## src/rtl/sio_pkg.sv

```systemverilog
// sio_pkg: shared types and helpers for the SIO frame transmitter.
//   sio_state_t    - frame FSM states (IDLE, GAP, START, DATA, PAR)
//   SIO_PAR_*      - encodings of the PARITY parameter
//   sio_cnt_width  - width of the slot down-counter for a given gap/data length
package sio_pkg;

    typedef enum logic [2:0] {
        SIO_IDLE  = 3'd0,
        SIO_GAP   = 3'd1,
        SIO_START = 3'd2,
        SIO_DATA  = 3'd3,
        SIO_PAR   = 3'd4
    } sio_state_t;

    localparam int SIO_PAR_NONE = 0;
    localparam int SIO_PAR_EVEN = 1;
    localparam int SIO_PAR_ODD  = 2;

    // The counter has to hold the longer of the gap and the data run.
    function automatic int sio_cnt_width(input int gap_len, input int data_w);
        int longest;
        longest = (gap_len > data_w) ? gap_len : data_w;
        return $clog2(longest + 1);
    endfunction

endpackage

```

## src/rtl/sio_bit_shifter.sv

```systemverilog
// sio_bit_shifter: DATA_W-wide load/shift register feeding the serial line.
//   clk, rst_n  - bit clock, asynchronous active-low reset
//   load        - capture load_data and clear the running parity
//   load_data   - word to serialise
//   shift       - advance one bit; bit_out is folded into the parity first
//   bit_out     - bit that the next shift will consume (MSB or LSB end)
//   parity      - XOR of every bit shifted out since the last load
module sio_bit_shifter #(
    parameter int DATA_W    = 10,
    parameter int MSB_FIRST = 1
) (
    input  logic              clk,
    input  logic              rst_n,
    input  logic              load,
    input  logic [DATA_W-1:0] load_data,
    input  logic              shift,
    output logic              bit_out,
    output logic              parity
);

    logic [DATA_W-1:0] sr;

    assign bit_out = (MSB_FIRST != 0) ? sr[DATA_W-1] : sr[0];

    always_ff @(posedge clk or negedge rst_n) begin
        if (!rst_n) begin
            sr     <= '0;
            parity <= 1'b0;
        end else if (load) begin
            sr     <= load_data;
            parity <= 1'b0;
        end else if (shift) begin
            sr     <= (MSB_FIRST != 0) ? (sr << 1) : (sr >> 1);
            parity <= parity ^ bit_out;
        end
    end

endmodule

```

## src/rtl/sio_frame_tx.sv

```systemverilog
// sio_frame_tx: serial test-pattern transmitter. Each frame is GAP_LEN zero
// slots, a '1' start slot, DATA_W data slots and an optional parity slot.
//   SioClk, SioRst_n - bit clock, asynchronous active-low reset
//   TxData, TxValid  - word offered for transmission
//   TxReady          - one-word holding buffer is empty
//   Repeat           - resend the last word when nothing new is held
//   SioDat           - registered serial data
//   Busy             - a frame (gap included) is in progress
//   FrameDone        - one-cycle pulse after the last slot of a frame
//
// Handshake: a word transfers on any rising edge with TxValid && TxReady.
// TxReady is the inverse of the hold_full flop, so it never looks at TxValid;
// the producer may hold TxValid/TxData until it sees the transfer edge.
//
// The state register names the slot currently on SioDat: next_state and the
// next SioDat value are computed together and registered on the same edge.
module sio_frame_tx
    import sio_pkg::*;
#(
    parameter int DATA_W    = 10,
    parameter int GAP_LEN   = 20,
    parameter int MSB_FIRST = 1,
    parameter int PARITY    = 0
) (
    input  logic              SioClk,
    input  logic              SioRst_n,
    input  logic [DATA_W-1:0] TxData,
    input  logic              TxValid,
    output logic              TxReady,
    input  logic              Repeat,
    output logic              SioDat,
    output logic              Busy,
    output logic              FrameDone
);

    localparam int CW = sio_cnt_width(GAP_LEN, DATA_W);

    sio_state_t        state, state_n;
    logic [CW-1:0]     cnt, cnt_n;
    logic              hold_full;
    logic [DATA_W-1:0] hold_word;
    logic [DATA_W-1:0] last_word;
    logic              last_valid;
    logic [DATA_W-1:0] load_word;
    logic              accept;
    logic              sio_dat_n;
    logic              frame_done_n;
    logic              load_sh;
    logic              shift_sh;
    logic              end_frame;
    logic              sh_bit;
    logic              sh_par;

    assign accept    = TxValid && !hold_full;
    assign TxReady   = !hold_full;
    assign Busy      = (state != SIO_IDLE);
    // A freshly held word beats the repeat of the previous one.
    assign load_word = hold_full ? hold_word : last_word;

    sio_bit_shifter #(
        .DATA_W    (DATA_W),
        .MSB_FIRST (MSB_FIRST)
    ) u_shifter (
        .clk       (SioClk),
        .rst_n     (SioRst_n),
        .load      (load_sh),
        .load_data (load_word),
        .shift     (shift_sh),
        .bit_out   (sh_bit),
        .parity    (sh_par)
    );

    always_comb begin
        state_n      = state;
        cnt_n        = cnt;
        sio_dat_n    = 1'b0;
        frame_done_n = 1'b0;
        load_sh      = 1'b0;
        shift_sh     = 1'b0;
        end_frame    = 1'b0;
        case (state)
            SIO_IDLE: begin
                if (hold_full) begin
                    state_n = SIO_GAP;
                    cnt_n   = CW'(GAP_LEN - 1);
                end
            end
            SIO_GAP: begin
                if (cnt == '0) begin
                    state_n   = SIO_START;
                    sio_dat_n = 1'b1;
                    load_sh   = 1'b1;
                end else begin
                    cnt_n = cnt - 1'b1;
                end
            end
            SIO_START: begin
                state_n   = SIO_DATA;
                cnt_n     = CW'(DATA_W - 1);
                sio_dat_n = sh_bit;
                shift_sh  = 1'b1;
            end
            SIO_DATA: begin
                if (cnt != '0) begin
                    cnt_n     = cnt - 1'b1;
                    sio_dat_n = sh_bit;
                    shift_sh  = 1'b1;
                end else if (PARITY != SIO_PAR_NONE) begin
                    // All DATA_W bits have been shifted, so sh_par is complete.
                    state_n   = SIO_PAR;
                    sio_dat_n = (PARITY == SIO_PAR_ODD) ? ~sh_par : sh_par;
                end else begin
                    end_frame = 1'b1;
                end
            end
            SIO_PAR: begin
                end_frame = 1'b1;
            end
            default: begin
                state_n = SIO_IDLE;
            end
        endcase

        if (end_frame) begin
            frame_done_n = 1'b1;
            if (hold_full || (Repeat && last_valid)) begin
                state_n = SIO_GAP;
                cnt_n   = CW'(GAP_LEN - 1);
            end else begin
                state_n = SIO_IDLE;
            end
        end
    end

    always_ff @(posedge SioClk or negedge SioRst_n) begin
        if (!SioRst_n) begin
            state     <= SIO_IDLE;
            cnt       <= '0;
            SioDat    <= 1'b0;
            FrameDone <= 1'b0;
        end else begin
            state     <= state_n;
            cnt       <= cnt_n;
            SioDat    <= sio_dat_n;
            FrameDone <= frame_done_n;
        end
    end

    // Holding buffer. It drains on the start edge; TxReady is 0 during that
    // cycle, so a drain and a refill never coincide.
    always_ff @(posedge SioClk or negedge SioRst_n) begin
        if (!SioRst_n) begin
            hold_full  <= 1'b0;
            hold_word  <= '0;
            last_word  <= '0;
            last_valid <= 1'b0;
        end else begin
            if (load_sh && hold_full) begin
                hold_full <= 1'b0;
            end else if (accept) begin
                hold_full <= 1'b1;
                hold_word <= TxData;
            end
            if (load_sh) begin
                last_word  <= load_word;
                last_valid <= 1'b1;
            end
        end
    end

endmodule
```

## config.mk

```make
export PLATFORM = sky130hd
export DESIGN_NAME = sio_frame_tx
export DESIGN_NICKNAME = d
export VERILOG_FILES = /design/src/rtl/sio_pkg.sv /design/src/rtl/sio_bit_shifter.sv /design/src/rtl/sio_frame_tx.sv
export SDC_FILE = /design/constraint.sdc
export NUM_CORES = 1
export LEC_CHECK = 0
export BUFFER_PORTS_ARGS = -buffer_cell sky130_fd_sc_hd__buf_2
export CAP_MARGIN = 20
export CORE_MARGIN = 3
export CORE_UTILIZATION = 25
export DETAILED_ROUTE_END_ITERATION = 8
export GPL_ROUTABILITY_DRIVEN = 0
export GPL_TIMING_DRIVEN = 1
export PLACE_DENSITY = 0.47
export SETUP_SLACK_MARGIN = 0.1
export SKIP_CTS_REPAIR_TIMING = 1
export SYNTH_ARGS = -nofsm -noshare
export SYNTH_HDL_FRONTEND = slang
export SYNTH_SLANG_ARGS = --single-unit
```

## constraint.sdc

```tcl
create_clock -name SioClk -period 1.75 [get_ports SioClk]
set_input_delay 0.0875 -clock SioClk [delete_from_list [all_inputs] [get_ports SioClk]]
set_output_delay 0.0875 -clock SioClk [all_outputs]
set_load 0.01 [all_outputs]
```

Yosys cells after proc, flatten, opt, wreduce, memory -nomap -nowiden

Index checks and enable logic that the tools add are counted.

Input bits: 14
Bits in latches: 0
Memory bits (writable): 0
ROM bits: 0
Memories kept: 0
Word-level logic and storage cells: 57
Output and inout bits: 4
Register bits: 42

Reductions and logical operators: 14
Order comparisons: 0
Bitwise logic cells: 1
Shift operators: 0
$add $sub $neg: 1
Eq/ne operators: 7
Multiply operators: 0
Divide/modulo/power cells: 0
Mux-type cells: 25

Operators with widths:

| kind                | count |
|---|---|
| $mux 10             | 3 |
| $mux 5              | 5 |
| $pmux 5 s4          | 1 |
| $pmux 3 s4          | 1 |
| $mux 1              | 9 |
| $mux 3              | 3 |
| $eq 3x2->1 const B  | 2 |
| $ne 3x3->1 const B  | 2 |
| $logic_not 5->1     | 1 |
| $reduce_bool 5->1   | 1 |
| $sub 5x1->5 const B | 1 |
| $pmux 1 s2          | 2 |
| $reduce_bool 2->1   | 2 |
| $eq 3x1->1 const B  | 1 |
| $eq 3x3->1 const B  | 1 |
| $logic_and 1x1->1   | 3 |
| $logic_not 3->1     | 1 |
| $pmux 1 s3          | 1 |
| $reduce_and 3->1    | 1 |
| $reduce_bool 3->1   | 1 |
| $ne 2x1->1 const B  | 1 |
| $reduce_and 2->1    | 1 |
| $reduce_or 2->1     | 1 |
| $logic_not 1->1     | 1 |
| other kinds (2)     | 2 |

Longest topological paths before layout

Gate-level depths: netlist (run 1).

Depth in word-level cells: 6
Depth in mapped cells: 7
Mapped depth without buffers: 6

Modules after synthesis

From an unflattened synthesis (run 1), not the netlist that was laid out.

Cell total of the unflattened synthesis: 171
Area, all modules: 2025.7 um^2

By module, submodules not included:

| module          | seq. area each (um^2) | cells an instance | area an instance (um^2) | instances |
|---|---|---|---|---|
| sio_frame_tx    | 775.7                 | 124               | 1522.7                  | 1 |
| sio_bit_shifter | 275.3                 | 47                | 503.0                   | 1 |

Worst setup path before layout (run 1)

No wires, ideal clock.

Path type: flip-flop to flip-flop
From: register state[0]
To: register state[1]
Slack: -24 ps
Library setup time: 125 ps
Clock period less this slack: 1774 ps
Buffers on the path: 0
Stages on the path, launching flop included: 6
Data arrival time: 1649 ps
Required time: 1625 ps
Cells stage by stage: dfrtp_1 -> ha_1 -> nor2_1 -> nor2_1 -> a21oi_1 -> mux2_2

Longest elaborated chain between the ends: 4
Elaborated cells between the ends (all ways): 13
Those cells by class: eq/ne: 7; mux: 3; reduce/logical: 3

RTL lines:

| item                                                 | RTL line            | RTL |
|---|---|---|
| start, declared                                      | sio_frame_tx.sv:38  | `sio_state_t state, state_n;` |
| start signal, assigned                               | sio_frame_tx.sv:142 | `state <= state_n;` |
| $eq 3x3->1 or $eq 3x2->1 (tied branches)             | sio_frame_tx.sv:81  | `case (state)` |
| $pmux 1 s2 or $reduce_or 2->1 (tied branches)        | --                  |  |
| $ne 3x3->1 (no line) (tied with other cells)         | --                  |  |
| $reduce_and 3->1 (no line) or $mux 3 (tied branches) | --                  |  |

Parallel ways exist; a longest one is shown, timed or not.
A chain may end at the register's enable or synchronous reset.

Worst setup path after layout (run 1)

From: register cnt[1]
To: register cnt[1]

Longest elaborated chain between the ends: 5
Elaborated cells between the ends (all ways): 11
Those cells by class: add/sub: 1; mux: 8; reduce/logical: 2

RTL lines:

| item                                | RTL line                                | RTL |
|---|---|---|
| start, declared                     | sio_frame_tx.sv:39                      | `logic [CW-1:0] cnt, cnt_n;` |
| start signal, assigned              | sio_frame_tx.sv:143                     | `cnt <= cnt_n;` |
| $sub 5x1->5 (tied with other cells) | sio_frame_tx.sv:94, sio_frame_tx.sv:105 |  |
| $mux 5, on equally long branches    | sio_frame_tx.sv:104, sio_frame_tx.sv:89 |  |
| $pmux 5 s4                          | sio_frame_tx.sv:81                      |  |
| $mux 5                              | sio_frame_tx.sv:126                     | `if (hold_full \|\| (Repeat && last_valid)) begin` |
| $mux 5 (*)                          | sio_frame_tx.sv:124                     | `if (end_frame) begin` |
| named net cnt_n[1]                  | sio_frame_tx.sv:39                      |  |

The timed path passes the listed nets; every way through them passes the cells marked *.

==> out/results.md, run 1 <==
• 3.02 mm — post-detailed-placement half-perimeter wirelength
• 34.5% — area growth from synthesis to final layout
• 0.265 — starting density of the core
• 0 — setup violators final
• 7.04 mm — global-route wire length before repair
• sky130_fd_sc_hd__or3b_4 — CP max-delay cell
• 34 — Distinct cells, synth
• 0 — total DRC errors in the routed layout
• 310 — number of placed instances, taps included
• 0.394 — share of final-layout standard cells stronger than drive strength 1
• 0 — diode count
• 5 — CTS Buf Count
• 0.475 ns — actual transition at the worst max-transition pin
• 1.26 nW — reported leakage power
• in -> reg — type of the most critical hold path
• 4.36 mm — aggregate routed wire length
• 2 — H-tree levels
• 0 — number of warning messages in the yosys log
• 31 — standard-cell row count
• 0.00905 mm^2 — Die Footprint
• 249 — final net count
• 2 — Clock Path Buffers
• 1.94 ns — worst endpoint data arrival time
• 0 — global route total overflow
• 26 — Iter 0 DRT Violations
• 4 — drt pass-1 iters
• 1 — number of buffer and inverter instances along the worst setup path
• 0.00684 ns — clock skew after layout
• 195 — net count after synthesis
• 1.00 — FFs w/ async S/R, synth
• 0.684 — max_slew headroom
• 0.00749 mm^2 — core region area
• 0.102 — GR Util All Layers
• sky130_fd_sc_hd__dfrtp_1 — dominant synthesized flop cell
• 4.51 — vias per cell
• 0 — Max Cap Violations
• 41 x sky130_fd_sc_hd__dfrtp_1, 28 x sky130_fd_sc_hd__buf_4, 20 x sky130_fd_sc_hd__mux2i_1 — most frequent cells in the layout
• 0.0167 ns — minimum hold slack
• 1420 — via count of the first global-routing pass
• 0 — number of enable flip-flop cells after synthesis
• 0.09 ns — post-CTS clock slew at the launch and capture registers of the worst setup and hold paths
• yes — unrepaired setup endpoints after global routing
• 0.517 — sequential cell area fraction in the yosys report
• 18 — number of primary I/O pins
• 0.484 mV — worst voltage drop across the vdd grid
• 95.1 um — Die Height
• flip-flop — type of element capturing the critical path
• 4 — CP Max Fanout
• 0 — count of final max-slew check failures
• sky130_fd_sc_hd__dfrtp_1 — most common library cell in the layout ignoring fill and taps
• reg -> reg — kind of critical path
• flip-flop — Critical Path Start Type
• 95.1 um — chip width
• 1.74 ns — shortest clock period the worst path allows after layout
• 0.42 ns — max incr delay on CP
• 17 — Port Buf Inserts
• 0.00199 mm^2 — cell area after technology mapping
• 176 — post-synthesis cell count
• sky130_fd_sc_hd__clkbuf_8 — CTS Root Buffer Type
• 0.30 ns — clock insertion delay at the later pin of the skew report
• 0 — count of final hold-check violations
• 1520 mW/mm^2 — power density relative to cell area
• 1.95 ns — CP required
• 575 MHz — Max Clk Rate
• 41 — total number of clock tree sinks
• 11.3 um^2 — Avg Cell Area, Syn
• finished, final reports clean — result of the run
• compound AO/OA/AOI/OAI gates — CP delay by family, top
• inv_2 > ha_4 > or3b_4 > o41ai_4 > nor2_1 > o32ai_2 — cell chain of the critical path
• 330 — non-filler instance count after layout
• 1488 — detailed-route via count
• 4.06 mW — total power
• 0.994 — share of the cycle needed by the critical path after routing
• 0 — remaining number of nets flagged by the antenna check after routing
• 0 — antenna violations before repair
• 21 — largest net degree at the start of global routing
• 41 — post-synthesis sequential element count
• yes — TritonCTS clock tree
• 13.2 um — post-DR wirelength/cell
==> report_power, final <==
part	switching [mW]	internal, mW
clock	0.347	0.281
sequential	0.233	1.29
combinational	0.919	0.983
==> stage by stage <==
step                      utilization  area [um^2]  setup WS, ns  setup TNS (ns)
after floorplan                     -         2000        0.0568               0
after global placement          0.318         2380       -0.0307          -0.268
after detailed placement        0.318         2380       -0.0404          -0.419
after CTS                       0.329         2470       -0.0833          -0.641
after global routing            0.357         2670       -0.0847          -0.157
final                           0.357         2670        0.0109               0
==> worst register-to-register path: cells and delay by family, from the launching register on <==
kind	cells	cell delay [ns]
AO/OA/AOI/OAI	2	0.52
AND/OR/NAND/NOR	2	0.51
flip-flops	1	0.39
adder cells (fa/ha/maj)	1	0.15
buffers and inverters	1	0.08
==> flip-flops by register name, indices dropped and copies added (netlist names) <==
| register | flops |
|---|---|
| FrameDone | 1 |
| SioDat | 1 |
| cnt | 5 |
| hold_full | 1 |
| hold_word | 10 |
| last_valid | 1 |
| last_word | 10 |
| state | 2 |
| u_shifter.sr | 10 |
==> final timing paths <==
kind / start / endpoint / slack, ns / cells past startpoint
setup / recovery: cnt[1]$_DFF_PN0_ / cnt[1]$_DFF_PN0_ / 0.01 / 6
hold / removal: TxData[5] / hold_word[5]$_DFFE_PN0P_ / 0.02 / 2
setup reg to reg: cnt[1]$_DFF_PN0_ / cnt[1]$_DFF_PN0_ / 0.01 / 6
hold reg to reg: last_valid$_DFFE_PN0P_ / last_valid$_DFFE_PN0P_ / 0.49 / 1
max in group asynchronous: SioRst_n / hold_word[4]$_DFFE_PN0P_ / 0.93 / 3
min in group asynchronous: SioRst_n / FrameDone$_DFF_PN0_ / 0.27 / 2
==> synth_stat cells, types with 2 or more instances <==
cell / number / area, um^2
sky130_fd_sc_hd__nor2_1: 7 / 26.3
sky130_fd_sc_hd__o21a_1: 10 / 75.1
sky130_fd_sc_hd__o22ai_1: 2 / 12.5
sky130_fd_sc_hd__clkbuf_1: 3 / 11.3
sky130_fd_sc_hd__o21ai_0: 14 / 70.1
sky130_fd_sc_hd__mux2_2: 12 / 135
sky130_fd_sc_hd__nor4_1: 4 / 25.0
sky130_fd_sc_hd__nor3_1: 3 / 15.0
sky130_fd_sc_hd__dfrtp_1: 41 / 1030
sky130_fd_sc_hd__a21oi_1: 3 / 15.0
sky130_fd_sc_hd__nand2_1: 4 / 15.0
sky130_fd_sc_hd__nand3_1: 9 / 45.0
sky130_fd_sc_hd__mux2i_1: 20 / 200
sky130_fd_sc_hd__inv_1: 17 / 63.8
sky130_fd_sc_hd__ha_1: 5 / 62.6
sky130_fd_sc_hd__buf_2: 4 / 20.0
==> per-layer routing <==
metal	global-route usage	vias up	part of all wire	wire, um
li1	-	737	-	-
met1	0.138	730	0.50	2170
met2	0.155	19	0.47	2040
met3	0.0387	2	0.032	139
met4	0.0240	0	0.0034	15
met5	0	-	0	0
==> area by class of cell <==
| type | count | area [um^2] |
|---|---|---|
| Clock buffer | 6 | 72.6 |
| Clock inverter | 2 | 15.0 |
| Fill cell | 744 | 4820 |
| Inverter | 17 | 63.8 |
| Multi-Input combinational cell | 111 | 968 |
| Sequential cell | 41 | 1030 |
| Tap cell | 99 | 124 |
| Timing Repair Buffer | 54 | 400 |
==> logic make-up (layout without fill, tap and decap cells) <==
family,Yosys count,count (layout),synth area share
AOI/OAI and AO/OA,38,38,0.126
adders and majority gates,5,5,0.0315
buffers and inverters,25,79,0.0536
DFF,41,41,0.517
muxes,32,32,0.169
and+or+nand+nor,35,36,0.103
No activity file was read; power rests on OpenSTA's default activity.
==> run 2, diff against run 1 <==
--- a/config.mk
+++ b/config.mk
@@ -5,6 +5,7 @@
 export SDC_FILE = /design/constraint.sdc
 export NUM_CORES = 1
 export LEC_CHECK = 0
+export ABC_AREA = 1
 export BUFFER_PORTS_ARGS = -buffer_cell sky130_fd_sc_hd__buf_2
 export CAP_MARGIN = 20
 export CORE_MARGIN = 3
@@ -12,7 +13,6 @@
 export DETAILED_ROUTE_END_ITERATION = 8
 export GPL_ROUTABILITY_DRIVEN = 0
 export GPL_TIMING_DRIVEN = 1
-export PLACE_DENSITY = 0.47
 export SETUP_SLACK_MARGIN = 0.1
 export SKIP_CTS_REPAIR_TIMING = 1
 export SYNTH_ARGS = -nofsm -noshare
==> run 2 against run 1 <==
Critical endpoint is now state[1]$_DFFE_PN0P_. Register-to-register slack improved by 0.18 ns. Via count up 1.1%. Clock skew increased by 0.0062 ns. Utilization fell by 5.0 points.
==> out/results.md, run 2 <==
• flip-flop — Critical Path Start Type
• 32 — standard-cell row count
• 0.00224 mm^2 — Post-Place Cell Area
• 356 — non-filler instance count after layout
• 0.00785 mm^2 — core region area
• sky130_fd_sc_hd__dfrtp_1 — cell type with the largest total area after synthesis
• 96.8 um — chip width
• 858 um^2 — multi-input logic area
• 2 — worst hold path cell count
• 3.82 mm — aggregate routed wire length
• sky130_fd_sc_hd__nand2_1 — most common cell in the synthesized netlist
• reg -> reg — kind of critical path
• flip-flops — CP delay by family, top
• 0 — remaining number of nets flagged by the antenna check after routing
• inv_1 > ha_2 > inv_1 > nand2_1 > nand2_1 > o21ai_1 > inv_1 > nand2_1 > o21ai_0 — cell chain of the critical path
• 0.20 ns — Reg2Reg Setup Slack
• 2.80 mm — post-detailed-placement half-perimeter wirelength
• 25 — Distinct cells, synth
• 0 — diode count
• 3 — number of buffer and inverter instances along the worst setup path
• 0 — global route total overflow
• 272 — final net count
• 0.00241 mm^2 — Post-Layout Inst Area
• in -> reg — type of the most critical hold path
• 1.19 nW — reported leakage power
• 0 — total DRC errors in the routed layout
• 0.426 — Logic pwr share
• 4.23 — vias per cell
• 0 — Max Cap Violations
• sky130_fd_sc_hd__dfrtp_1 — dominant synthesized flop cell
• 17 — Port Buf Inserts
• 0.08 ns — post-CTS clock slew at the launch and capture registers of the worst setup and hold paths
• 0.29 ns — clock insertion delay at the later pin of the skew report
• 2 — Clock Path Buffers
• 4 — drt pass-1 iters
• state[1]$_DFFE_PN0P_ — startpoint of the most critical register-to-register path
• 344 — number of placed instances, taps included
• 64 x sky130_fd_sc_hd__nand2_1, 41 x sky130_fd_sc_hd__dfrtp_1, 35 x sky130_fd_sc_hd__inv_1 — commonest cells in the synthesized netlist
• 10.7 um — post-DR wirelength/cell
• 0.464 ns — actual transition at the worst max-transition pin
• 0.263 — starting density of the core
• 41 — total number of clock tree sinks
• 0 ns — post-route setup TNS
• state[1]$_DFFE_PN0P_ — end of the worst register-to-register path
• 0 — number of enable flip-flop cells after synthesis
• TxData[4] — start point of the worst hold path
• 0.498 — sequential cell area fraction in the yosys report
• 0.680 mV — worst voltage drop across the vdd grid
• 3.85 mW — total power
• hold_word: 10 flops, last_word: 10 flops, u_shifter.sr: 10 flops — top flop regs
• 0 — antenna violations before repair
• 0.00937 mm^2 — Die Footprint
• sky130_fd_sc_hd__dfrtp_1 50%, sky130_fd_sc_hd__nand2_1 12%, sky130_fd_sc_hd__o21ai_0 7.5% — most area-consuming cells after synthesis
• 0.889 — share of the cycle needed by the critical path after routing
• 2.34 mW — Cell Int Power
• 1.00 — FFs w/ async S/R, synth
• 9.00 um^2 — Avg Cell Area, Syn
• yes — unrepaired setup endpoints after global routing
• 5 — CP Max Fanout
• 248 — net count after synthesis
• 0.41 ns — max incr delay on CP
• 0.690 — max_slew headroom
• 0.0869 — GR Util All Layers
• 1440 — via count of the first global-routing pass
• 1.55 ns — shortest clock period the worst path allows after layout
• 0.0130 ns — clock skew after layout
• 9 — worst reg-to-reg path cell count
• 18 — number of primary I/O pins
• 5 — CTS Buf Count
• 0.399 — part of the power in registers
• 1.93 ns — CP required
• 1.74 ns — worst endpoint data arrival time
• flip-flop — type of element capturing the critical path
• 26 — largest net degree at the start of global routing
• 0.240 — share of final-layout standard cells stronger than drive strength 1
• 41 — post-synthesis sequential element count
• 96.8 um — Die Height
• 0.0183 ns — minimum hold slack
• 1505 — detailed-route via count
• 0.498 — area share of the largest cell type after synthesis
• sky130_fd_sc_hd__nand2_1 — most common library cell in the layout ignoring fill and taps
• sky130_fd_sc_hd__clkbuf_8 — CTS Root Buffer Type
• 0 — count of final hold-check violations
• 0.00206 mm^2 — cell area after technology mapping
• 1.51 mW — net switching component of the power
• 6.65 mm — global-route wire length before repair
• 0 — count of final max-slew check failures
• 0.00103 mm^2 — Reg area
• 0 — number of warning messages in the yosys log
• 850 — number of fill cells in the layout
• hold_word[4]$_DFFE_PN0P_ — worst hold path endpoint
• finished, final reports clean — result of the run
• 229 — post-synthesis cell count
• 1600 mW/mm^2 — power density relative to cell area
• 16.7% — area growth from synthesis to final layout
• yes — TritonCTS clock tree
• 134 — Iter 0 DRT Violations
• 2 — H-tree levels
• 0.175 — clock network fraction of design power
• 0.392 — net switching share of the total power
• 643 MHz — Max Clk Rate
• 0 — setup violators final
• 64 x sky130_fd_sc_hd__nand2_1, 41 x sky130_fd_sc_hd__dfrtp_1, 35 x sky130_fd_sc_hd__inv_1 — most frequent cells in the layout
• sky130_fd_sc_hd__dfrtp_1 — CP max-delay cell
-- run 2: cell count changes in the layout (fill, tap and decap cells not counted), moves of 3 or more --
cell                            previous run  this run
sky130_fd_sc_hd__nor3_1                    3         0
sky130_fd_sc_hd__o21ai_0                  10        30
sky130_fd_sc_hd__o21a_1                   10         0
sky130_fd_sc_hd__o21ai_1                   4         1
sky130_fd_sc_hd__nor4_1                    3         0
sky130_fd_sc_hd__dlygate4sd3_1             4         1
sky130_fd_sc_hd__nand3_1                   9         6
sky130_fd_sc_hd__nand4_1                   0         3
sky130_fd_sc_hd__o21ai_2                   0         9
sky130_fd_sc_hd__buf_4                    28         4
sky130_fd_sc_hd__buf_6                     4         0
sky130_fd_sc_hd__nand2_1                   2        64
sky130_fd_sc_hd__inv_1                    15        35
sky130_fd_sc_hd__mux2i_1                  20         0
-- run 2: kinds of logic after synthesis --
family	after synthesis	synth area share
compound gates	43	0.124
simple gates	86	0.191
xor+xnor	1	0.00425
mux	10	0.0546
flops	41	0.498
buf+inv	43	0.0983
fa+ha+maj	5	0.0303
-- run 2: worst max-delay path by stage --
stage | end | depth (start not counted) | slack [ns] | from
after floorplan | SioDat$_DFF_PN0_ | 7 | 0.29 | cnt[0]$_DFF_PN0_
after global placement | state[0]$_DFFE_PN0P_ | 8 | 0.13 | cnt[0]$_DFF_PN0_
after detailed placement | u_shifter.sr[0]$_DFFE_PN0P_ | 5 | 0.12 | cnt[0]$_DFF_PN0_
after CTS | u_shifter.sr[0]$_DFFE_PN0P_ | 5 | 0.1 | cnt[0]$_DFF_PN0_
after global routing | state[0]$_DFFE_PN0P_ | 8 | 0.04 | cnt[0]$_DFF_PN0_
final | state[1]$_DFFE_PN0P_ | 9 | 0.20 | state[1]$_DFFE_PN0P_
-- run 2: final cells by class --
cell class | count | area share
multi-input combinational | 146 | 0.357
clock buffer | 7 | 0.0400
sequential | 41 | 0.426
tap | 102 | 0.0530
inverter | 36 | 0.0614
timing repair buffer | 23 | 0.0603
clock inverter | 1 | 0.00208
-- run 2: layer usage --
| metal | global-route usage | share of wire | vias to the layer above |
|---|---|---|---|
| met4 | 0.0454 | 0.026 | 0 |
| met1 | 0.108 | 0.48 | 691 |
| li1 | - | - | 777 |
| met5 | 0 | 0 | - |
| met2 | 0.136 | 0.46 | 29 |
| met3 | 0.0245 | 0.037 | 8 |
-- run 2: metrics by stage --
step	worst slack (ns)	util
2_1_floorplan	0.288	-
5_1_grt	0.0365	0.307
6_report	0.195	0.307
3_5_place_dp	0.122	0.286
3_3_place_gp	0.128	0.286
4_1_cts	0.0972	0.299
-- run 2: power by group through the flow --
stage / combinational, mW / clock, mW / sequential (mW)
2_1_floorplan: 1.30 / 0 / 1.51
3_3_place_gp: 1.53 / 0 / 1.55
3_5_place_dp: 1.57 / 0 / 1.56
4_1_cts: 1.58 / 0.702 / 1.54
5_1_grt: 1.90 / 0.741 / 1.59
6_report: 1.64 / 0.675 / 1.54
==> run 3, diff against run 2 <==
--- a/config.mk
+++ b/config.mk
@@ -5,7 +5,6 @@
 export SDC_FILE = /design/constraint.sdc
 export NUM_CORES = 1
 export LEC_CHECK = 0
-export ABC_AREA = 1
 export BUFFER_PORTS_ARGS = -buffer_cell sky130_fd_sc_hd__buf_2
 export CAP_MARGIN = 20
 export CORE_MARGIN = 3
@@ -15,6 +14,7 @@
 export GPL_TIMING_DRIVEN = 1
 export SETUP_SLACK_MARGIN = 0.1
 export SKIP_CTS_REPAIR_TIMING = 1
+export SLEW_MARGIN = 20
 export SYNTH_ARGS = -nofsm -noshare
 export SYNTH_HDL_FRONTEND = slang
 export SYNTH_SLANG_ARGS = --single-unit
==> run 3 against run 2 <==
Total power is 7.8% higher. Utilization up 4.3 points. Combinational power rose by 18%. Via count increased by 0.27%. Critical path depth decreased by 3. Sequential share of layout area fell by 3.4 points. Routed wire length grew 13%. Setup slack worse by 0.18 ns. Final cell count down 10%. Global-route usage rose by 1.8 points. Flip-flop and latch count stayed put. Clock power fell by 2%. Critical path type unchanged.
==> out/results.md, run 3 (synthesis results as in run 1) <==
• 0 — diode count
• 1590 mW/mm^2 — power density relative to cell area
• 31 — standard-cell row count
• 31.8% — area growth from synthesis to final layout
• 1507 — via count of the first global-routing pass
• 0.00100 mm^2 — multi-input logic area
• sky130_fd_sc_hd__clkbuf_8 — CTS Root Buffer Type
• sky130_fd_sc_hd__dfrtp_1 — most common library cell in the layout ignoring fill and taps
• 5 — CTS Buf Count
• 2 — H-tree levels
• 4 — drt pass-1 iters
• 0 — global route total overflow
• 0.105 — GR Util All Layers
• 0 — antenna violations before repair
• 0.398 — share of final-layout standard cells stronger than drive strength 1
• 1.96 ns — CP required
• 7.35 mm — global-route wire length before repair
• 0.08 ns — post-CTS clock slew at the launch and capture registers of the worst setup and hold paths
• flip-flop — type of element capturing the critical path
• 1509 — detailed-route via count
• 0.0154 ns — minimum hold slack
• 4 — CP Max Fanout
• 2 — Clock Path Buffers
• 0.458 ns — actual transition at the worst max-transition pin
• inv_2 > ha_4 > or3b_4 > o41ai_4 > a21oi_2 > o32ai_2 — cell chain of the critical path
• 0.695 — max_slew headroom
• 4.72 — vias per cell
• 0 — remaining number of nets flagged by the antenna check after routing
• 40 x sky130_fd_sc_hd__dfrtp_1, 24 x sky130_fd_sc_hd__buf_4, 20 x sky130_fd_sc_hd__mux2i_1 — most frequent cells in the layout
• 95.1 um — chip width
• hold_word: 10 flops, last_word: 10 flops, u_shifter.sr: 10 flops — top flop regs
• 13.5 um — post-DR wirelength/cell
• 0 — Max Cap Violations
• 0.30 ns — clock insertion delay at the later pin of the skew report
• 1.22 nW — reported leakage power
• 0.265 — starting density of the core
• 239 — final net count
• 0.00905 mm^2 — Die Footprint
• 0 — count of final max-slew check failures
• 16 — largest net degree at the start of global routing
• 306 — number of placed instances, taps included
• 0.41 ns — max incr delay on CP
• 3.09 mm — post-detailed-placement half-perimeter wirelength
• 0.573 mV — worst voltage drop across the vdd grid
• reg -> reg — kind of critical path
• 41 — total number of clock tree sinks
• 4.33 mm — aggregate routed wire length
• 0.992 — share of the cycle needed by the critical path after routing
• 0.00103 mm^2 — Reg area
• 0.00234 mm^2 — Post-Place Cell Area
• 0 — count of final hold-check violations
• 1.74 ns — shortest clock period the worst path allows after layout
• in -> reg — type of the most critical hold path
• 0 — total DRC errors in the routed layout
• 30 — Iter 0 DRT Violations
• 1.95 ns — worst endpoint data arrival time
• 0.00749 mm^2 — core region area
• 0.00262 mm^2 — Post-Layout Inst Area
• flip-flop — Critical Path Start Type
• 576 MHz — Max Clk Rate
• 0 — setup violators final
• yes — TritonCTS clock tree
• 320 — non-filler instance count after layout
• 18 — number of primary I/O pins
• 95.1 um — Die Height
• yes — unrepaired setup endpoints after global routing
• 740 — number of fill cells in the layout
• finished, final reports clean — result of the run
• 0.00559 ns — clock skew after layout
• sky130_fd_sc_hd__or3b_4 — CP max-delay cell
• 17 — Port Buf Inserts
## run 3: worst paths after layout
| kind | start | end | slack (ns) | depth (start not counted) |
|---|---|---|---|---|
| worst max-delay path | cnt[0]$_DFF_PN0_ | cnt[1]$_DFF_PN0_ | 0.01 | 6 |
| worst max register to register | cnt[0]$_DFF_PN0_ | cnt[1]$_DFF_PN0_ | 0.01 | 6 |
| worst min-delay path | TxValid | hold_full$_DFFE_PN0P_ | 0.02 | 2 |
| worst min register to register | last_word[1]$_DFFE_PN0P_ | last_word[1]$_DFFE_PN0P_ | 0.49 | 1 |
| max in group asynchronous | SioRst_n | state[1]$_DFFE_PN0P_ | 0.95 | 3 |
| min in group asynchronous | SioRst_n | hold_word[9]$_DFFE_PN0P_ | 0.24 | 2 |
## run 3: through the flow
| stage | power (mW) | setup slack [ns] | utilization | TNS, ns |
|---|---|---|---|---|
| after floorplan | 2.61 | 0.0568 | - | 0 |
| after detailed placement | 3.11 | -0.0793 | 0.312 | -0.766 |
| after global placement | 3.06 | -0.0413 | 0.312 | -0.362 |
| after global routing | 4.48 | -0.0530 | 0.349 | -0.163 |
| final | 4.15 | 0.0147 | 0.349 | 0 |
| after CTS | 3.78 | -0.0889 | 0.325 | -0.984 |
## run 3: layout make-up
class	instances	share of cell area
Clock buffer	6	0.0316
Clock inverter	2	0.00526
Inverter	17	0.0244
Multi-Input combinational cell	111	0.384
Sequential cell	41	0.393
Tap cell	99	0.0473
Timing Repair Buffer	44	0.115
## run 3: worst max-delay path: cells and delay by family (launching register included)
kind | cells | cell delay, ns
AOI/OAI and AO/OA | 3 | 0.61
and+or+nand+nor | 1 | 0.41
DFF | 1 | 0.40
adders and majority gates | 1 | 0.15
buffers and inverters | 1 | 0.08
## run 3: per-layer routing
metal | track usage | vias up | share of wire
met4 | 0.0409 | 0 | 0.0095
met2 | 0.155 | 33 | 0.47
met5 | 0 | - | 0
met3 | 0.0268 | 8 | 0.038
li1 | - | 716 | -
met1 | 0.145 | 752 | 0.48
## run 3: power breakdown
| part | internal [mW] | switching (mW) | leakage, nW | total (mW) |
|---|---|---|---|---|
| clock | 0.320 | 0.343 | 0.0512 | 0.662 |
| combinational | 0.999 | 0.943 | 0.647 | 1.94 |
| sequential | 1.30 | 0.250 | 0.522 | 1.55 |
| total | 2.61 | 1.53 | 1.22 | 4.15 |
